[src/rtl/keypad_pkg.sv]
// Shared types and constants for the calculator keypad scanner.
package keypad_pkg;

  typedef enum logic {
    IDLE = 1'b0,
    HELD = 1'b1
  } state_t;

  localparam int unsigned RES_W = 5;

  localparam logic [1:0] OP_ADD = 2'b00;
  localparam logic [1:0] OP_SUB = 2'b01;
  localparam logic [1:0] OP_MUL = 2'b10;

  // Key indices are col*4 + row; indices 0..15 are the hex keys.
  localparam logic [RES_W-1:0] KEY_HEX_LAST = 5'd15;
  localparam logic [RES_W-1:0] KEY_ADD      = 5'd16;
  localparam logic [RES_W-1:0] KEY_SUB      = 5'd17;
  localparam logic [RES_W-1:0] KEY_MUL      = 5'd18;
  localparam logic [RES_W-1:0] KEY_EQ       = 5'd20;
  localparam logic [RES_W-1:0] KEY_BS       = 5'd21;
  localparam logic [RES_W-1:0] KEY_CLR      = 5'd22;

  // Scan result codes that are not a single key.
  localparam logic [RES_W-1:0] RES_NONE  = 5'd31;
  localparam logic [RES_W-1:0] RES_MULTI = 5'd30;

  function automatic logic res_is_key(input logic [RES_W-1:0] res);
    return (res != RES_NONE) && (res != RES_MULTI);
  endfunction

endpackage

[src/rtl/key_debounce.sv]
// Counts consecutive identical full-scan results and flags a stable
// single-key press or a stable all-released matrix.
//   clock, reset   : clock, synchronous active-high reset
//   scan_done      : strobe in the cycle a full scan result is valid
//   scan_res       : key index, RES_NONE or RES_MULTI
//   press_c        : stable single key reached the debounce threshold
//   press_idx_c    : index of that key
//   release_c      : stable no-key result reached the debounce threshold
module key_debounce
  import keypad_pkg::*;
#(
  parameter int unsigned DEBOUNCE_SCANS = 3
) (
  input  logic             clock,
  input  logic             reset,
  input  logic             scan_done,
  input  logic [RES_W-1:0] scan_res,
  output logic             press_c,
  output logic [RES_W-1:0] press_idx_c,
  output logic             release_c
);

  localparam int unsigned CW = 4;

  logic [CW-1:0]    cnt;
  logic [CW-1:0]    cnt_next;
  logic [RES_W-1:0] prev_res;

  // Saturating run-length of the current result.
  always_comb begin
    cnt_next = CW'(1);
    if (scan_res == prev_res) begin
      cnt_next = (cnt < CW'(DEBOUNCE_SCANS)) ? cnt + CW'(1) : cnt;
    end
  end

  always_ff @(posedge clock) begin
    if (reset) begin
      cnt      <= '0;
      prev_res <= RES_NONE;
    end else if (scan_done) begin
      cnt      <= cnt_next;
      prev_res <= scan_res;
    end
  end

  // Decisions use the updated count so the event follows the final scan directly.
  assign press_c     = scan_done && res_is_key(scan_res) && (cnt_next == CW'(DEBOUNCE_SCANS));
  assign release_c   = scan_done && (scan_res == RES_NONE) && (cnt_next == CW'(DEBOUNCE_SCANS));
  assign press_idx_c = scan_res;

endmodule

[src/rtl/keypad_scanner.sv]
// Scans a 6x4 key matrix, debounces it and emits one pulse per accepted press.
//   clock, reset : clock, synchronous active-high reset
//   col_n        : one-hot active-low column drive
//   row_n        : active-low row sense (asynchronous)
//   newhex/hexcode, newop/opcode, eq, BS, clr : single-cycle key events
module keypad_scanner
  import keypad_pkg::*;
#(
  parameter int unsigned SCAN_DIV       = 4,
  parameter int unsigned DEBOUNCE_SCANS = 3
) (
  input  logic       clock,
  input  logic       reset,
  output logic [5:0] col_n,
  input  logic [3:0] row_n,
  output logic       newhex,
  output logic [3:0] hexcode,
  output logic       newop,
  output logic [1:0] opcode,
  output logic       eq,
  output logic       BS,
  output logic       clr
);

  localparam int unsigned DW = 8;

  logic [DW-1:0]    div_cnt;
  logic [2:0]       col;
  logic [3:0]       row_meta;
  logic [3:0]       row_sync;
  logic [1:0]       acc_cnt;
  logic [RES_W-1:0] acc_idx;
  logic [1:0]       acc_cnt_c;
  logic [RES_W-1:0] acc_idx_c;
  logic [RES_W-1:0] scan_res_c;
  logic             sample_c;
  logic             scan_done_c;
  logic             press_c;
  logic [RES_W-1:0] press_idx_c;
  logic             release_c;

  state_t     state, state_next;
  logic       newhex_d, newop_d, eq_d, bs_d, clr_d;
  logic [3:0] hexcode_d;
  logic [1:0] opcode_d;

  // Row synchronizer.
  always_ff @(posedge clock) begin
    if (reset) begin
      row_meta <= 4'hF;
      row_sync <= 4'hF;
    end else begin
      row_meta <= row_n;
      row_sync <= row_meta;
    end
  end

  assign sample_c    = (div_cnt == DW'(SCAN_DIV - 1));
  assign scan_done_c = sample_c && (col == 3'd5);

  // Column timing: rotate the low column every SCAN_DIV cycles.
  always_ff @(posedge clock) begin
    if (reset) begin
      div_cnt <= '0;
      col     <= '0;
      col_n   <= 6'b111110;
    end else if (sample_c) begin
      div_cnt <= '0;
      col     <= (col == 3'd5) ? 3'd0 : col + 3'd1;
      col_n   <= {col_n[4:0], col_n[5]};
    end else begin
      div_cnt <= div_cnt + DW'(1);
    end
  end

  // Fold this column's rows into the running scan: 0, 1 or 2+ keys seen.
  always_comb begin
    acc_cnt_c = acc_cnt;
    acc_idx_c = acc_idx;
    for (int r = 0; r < 4; r++) begin
      if (!row_sync[r]) begin
        if (acc_cnt_c == 2'd0) begin
          acc_idx_c = {col, 2'(r)};
          acc_cnt_c = 2'd1;
        end else begin
          acc_cnt_c = 2'd2;
        end
      end
    end
    scan_res_c = (acc_cnt_c == 2'd0) ? RES_NONE :
                 (acc_cnt_c == 2'd1) ? acc_idx_c : RES_MULTI;
  end

  always_ff @(posedge clock) begin
    if (reset) begin
      acc_cnt <= '0;
      acc_idx <= '0;
    end else if (sample_c) begin
      acc_cnt <= scan_done_c ? 2'd0 : acc_cnt_c;
      acc_idx <= acc_idx_c;
    end
  end

  key_debounce #(
    .DEBOUNCE_SCANS(DEBOUNCE_SCANS)
  ) u_debounce (
    .clock      (clock),
    .reset      (reset),
    .scan_done  (scan_done_c),
    .scan_res   (scan_res_c),
    .press_c    (press_c),
    .press_idx_c(press_idx_c),
    .release_c  (release_c)
  );

  // Press/release FSM with event decode.
  always_comb begin
    state_next = state;
    newhex_d   = 1'b0;
    newop_d    = 1'b0;
    eq_d       = 1'b0;
    bs_d       = 1'b0;
    clr_d      = 1'b0;
    hexcode_d  = hexcode;
    opcode_d   = opcode;
    case (state)
      IDLE: begin
        if (press_c) begin
          state_next = HELD;
          if (press_idx_c <= KEY_HEX_LAST) begin
            newhex_d  = 1'b1;
            hexcode_d = press_idx_c[3:0];
          end else begin
            case (press_idx_c)
              KEY_ADD: begin newop_d = 1'b1; opcode_d = OP_ADD; end
              KEY_SUB: begin newop_d = 1'b1; opcode_d = OP_SUB; end
              KEY_MUL: begin newop_d = 1'b1; opcode_d = OP_MUL; end
              KEY_EQ:  eq_d  = 1'b1;
              KEY_BS:  bs_d  = 1'b1;
              KEY_CLR: clr_d = 1'b1;
              default: ;
            endcase
          end
        end
      end
      HELD: begin
        if (release_c) state_next = IDLE;
      end
      default: state_next = IDLE;
    endcase
  end

  always_ff @(posedge clock) begin
    if (reset) begin
      state   <= IDLE;
      newhex  <= 1'b0;
      newop   <= 1'b0;
      eq      <= 1'b0;
      BS      <= 1'b0;
      clr     <= 1'b0;
      hexcode <= '0;
      opcode  <= '0;
    end else begin
      state   <= state_next;
      newhex  <= newhex_d;
      newop   <= newop_d;
      eq      <= eq_d;
      BS      <= bs_d;
      clr     <= clr_d;
      hexcode <= hexcode_d;
      opcode  <= opcode_d;
    end
  end

endmodule
[config.mk]
export PLATFORM = sky130hd
export DESIGN_NAME = keypad_scanner
export DESIGN_NICKNAME = d
export VERILOG_FILES = /design/src/rtl/keypad_pkg.sv /design/src/rtl/key_debounce.sv /design/src/rtl/keypad_scanner.sv
export SDC_FILE = /design/constraint.sdc
export NUM_CORES = 1
export LEC_CHECK = 0
export CORE_MARGIN = 3
export CORE_UTILIZATION = 40
export CTS_BUF_LIST = sky130_fd_sc_hd__clkbuf_4 sky130_fd_sc_hd__clkbuf_8 sky130_fd_sc_hd__clkbuf_16
export CTS_CLUSTER_DIAMETER = 100
export CTS_CLUSTER_SIZE = 20
export DETAILED_ROUTE_END_ITERATION = 8
export SLEW_MARGIN = 20
export SYNTH_ARGS = -nofsm -noshare
export SYNTH_HDL_FRONTEND = slang
export SYNTH_SLANG_ARGS = --single-unit
[constraint.sdc]
create_clock -name clock -period 2.6 [get_ports clock]
set_clock_uncertainty 0.05 [all_clocks]
set_input_delay 0.52 -clock clock [delete_from_list [all_inputs] [get_ports clock]]
set_output_delay 0.52 -clock clock [all_outputs]
set_load 0.005 [all_outputs]
==> results of run 1 <==
-- synth_stat cells (5+ instances only) --
master,number,area (sq um)
mux2i_1,12,120
nand2_1,37,139
nor2_1,25,93.8
nand3_1,14,70.1
a21oi_1,7,35.0
o211ai_1,9,67.6
nor2b_1,6,37.5
dfxtp_1,53,1060
nor3_1,12,60.1
xor2_1,6,52.6
or2_2,10,62.6
o21ai_0,8,40.0
inv_1,7,26.3
clkbuf_1,7,26.3
and2_1,5,31.3
-- power by group --
group	switching, uW	total (uW)	internal, uW
Clock	274	587	313
Combinational	170	318	147
Sequential	16.0	845	829
Total	460	1750	1290
-- metrics by stage --
step	hold WS, ns	cell area, sq um
floorplan	0.339	2660
global placement	0.342	3170
detailed placement	0.347	3170
CTS	0.375	3290
global route	0.391	3430
finish	0.375	3430
-- area by class of cell --
cell class                      count  area, sq um
Fill cell                         573         2740
Multi-Input combinational cell    221         1550
Sequential cell                    53         1080
Timing Repair Buffer               67          562
Tap cell                           75         93.8
Clock buffer                        6         82.6
Clock inverter                      2         37.5
Inverter                            7         26.3
-- flip-flops by register name, summed over array words and instances, names as in the netlist --
name	cells
BS	1
acc_cnt	2
acc_idx	5
clr	1
col	3
col_n	6
div_cnt	8
eq	1
hexcode	4
newhex	1
newop	1
opcode	2
row_meta	4
row_sync	4
state	1
u_debounce.cnt	4
u_debounce.prev_res	5
-- logic make-up (layout without fill, tap and decap cells) --
family,Yosys count,after routing,synth area share (%)
AND/OR/NAND/NOR,137,137,28.2
XOR/XNOR,10,10,3.32
adder cells (fa/ha/maj),2,2,0.948
buffers and inverters,23,82,4.55
AO/OA/AOI/OAI,56,56,16.5
flip-flops,53,53,40.2
multiplexers,16,16,6.26
-- worst paths after layout --
path | from | endpoint | slack (ns)
worst min register to register | row_meta[1] | row_sync[1] | 0.37
worst min-delay path | row_meta[1] | row_sync[1] | 0.37
worst max-delay path | div_cnt[1] | opcode[0] | 0.03
worst max register to register | div_cnt[1] | opcode[0] | 0.03
-- per-layer routing --
| layer | vias to the layer above | track usage, % |
|---|---|---|
| li1 | 1182 | - |
| met1 | 1136 | 23.2 |
| met2 | 30 | 27.5 |
| met3 | 7 | 4.07 |
| met5 | - | 0 |
| met4 | 0 | 4.46 |
-- cell usage in the layout, fill, tap and decap left out, types with 2 or more instances in the layout --
cell type and n:
buf_4 44, nand4b_1 2, dfxtp_2 4, nand3_1 13, dfxtp_1 46, nand4_1 3
xnor2_1 4, or3_4 2, or2_4 3, clkbuf_8 6, and3_1 4, o211ai_1 9
nand2_1 37, mux2i_1 12, nor2b_1 6, nor2_2 2, o21ai_0 7, inv_1 7
a21oi_1 7, nor2_1 24, clkdlybuf4s50_1 22, nor4_4 3, a211oi_1 4, a31oi_1 4
nor3_2 2, and2_1 5, nor3_1 10, and4_1 2, xor2_1 6, or2_2 8
dfxtp_4 3, mux2_4 3
-- what timing repair did --
item                       in CTS  in global routing
buffers inserted                0                  7
hold buffers                    0                  0
resized for setup               1                 25
pin swaps                       1                 10
setup endpoints to repair       4                 12
==> summary.md, run 1 <==
| Metric | Value |
|---|---|
| Fin crit share | `99.0%` |
| Post-synth net total | `305` |
| DR WL met2 | `3040 um` |
| # placed instances | `416` |
| Starting Density | `42.8%` |
| Async SR Flop Fraction | `0%` |
| Yosys Warn Count | `0` |
| IO Pins | `23` |
| Total Power | `1750 uW` |
| WP buf/inv | `0` |
| HP Class | `reg2reg` |
| Num rows | `28` |
| Worst setup margin | `0.0265 ns` |
| Final Hold Vio Count | `0` |
| Post-Syn Area | `2640 sq um` |
| Unique masters post-synth | `65` |
| Critical path's top delay family | `simple AND/OR/NAND/NOR gates` |
| Period minus WS final | `2.57 ns` |
| Routed WL per cell | `14.7 um` |
| Max_cap viols | `0` |
| Status | `finished, final reports clean` |
| Initial antenna violation count | `0` |
| WL met1 | `3040 um` |
| Leak | `0.00134 uW` |
| FMAX | `389 MHz` |
| Fin Setup TNS | `0 ns` |
| DRT iter0 DRCs | `138` |
| Layout cells sized above 1 | `27.0%` |
| CTS root buf | `clkbuf_8` |
| Crit end category | `register` |
| DP Worst Slack | `-0.0308 ns` |
| Full die area | `7610 sq um` |
| Slew @ Worst Pin | `0.424 ns` |
| Crit path largest cell delay | `0.47 ns` |
| Critical Path AT | `2.73 ns` |
| Most common cell on crit path | `nor4_4` |
| Final std cells w/o fill | `431` |
| Cells after Synth | `297` |
| DP Wirelength | `4570 um` |
| Clk sinks | `53` |
| Highest metal used | `met4` |
| Nets | `363` |
| Hold depth | `1` |
| Slowest cell on crit path | `or4b_4` |
| Via count | `2355` |
| Vias per std cell | `5.46` |
| Area Overhead vs Synth | `29.8%` |
| P per Cell Area | `511 nW/um^2` |
| Crit. path cell count | `8` |
| # setup viols final | `0` |
| CTS tree | `built` |
| Worst Path Max Fanout | `4` |
| Routability cong. | `0.879` |
| Antenna-violating nets left | `0` |
| Post-route DRC | `0` |
| DRT Wirelength | `6330 um` |
| Ant. Diodes | `0` |
| WP data required | `2.76 ns` |
| RSZ-0062 raised after global routing | `yes` |
| Post-synth EDFFs | `0` |
| H-tree level count | `2` |
| I/O Buffers | `22` |
| Grt ovf | `0` |
| Met3 routed WL | `183 um` |
| Tot GR Track Use | `17.2%` |
| Setup crit start kind | `register` |
| Peak VDD IR | `267 uV` |
| TritonCTS buffer count | `5` |
| Crit-path cells | `ha_4, or4b_4, nor4_4, nand2_2, nor3_2, o211ai_1, nor4_4, mux2_1` |
| Rel. slew slack | `71.5%` |
| Critical path type | `reg2reg` |
| #FFs+latches synth | `53` |
| DR pass1 iterations | `4` |
| CTS clk-pin slew, worst paths | `0.10 ns` |
| Core footprint | `6170 sq um` |
| Core Util, Final | `55.6%` |
| First-pass GRT wire length | `10400 um` |
| Largest net degree at the start of global routing | `22` |
| Clk buf depth | `2` |
| Top FF cell, synth | `dfxtp_1` |
| Die height | `87.2 um` |
| Sequential area share after synthesis | `40.2%` |
| Max Slew Vio Count | `0` |
| Skew-Pair Late Insertion Delay | `0.31 ns` |
| Vias in the first global route | `2206` |
| Mapped Avg Cell Area | `8.89 sq um` |
| Width of the die | `87.2 um` |
| R2R depth | `8` |
Power figures use the tool's default switching activity.
==> run 2: changes to the inputs <==
Settings changed: CTS_BUF_LIST sky130_fd_sc_hd__clkbuf_4 sky130_fd_sc_hd__clkbuf_8 sky130_fd_sc_hd__clkbuf_16 to sky130_fd_sc_hd__clkbuf_8.
==> results of run 2 <==
The final DEF is identical to that of run 1; final timing and power are the same.
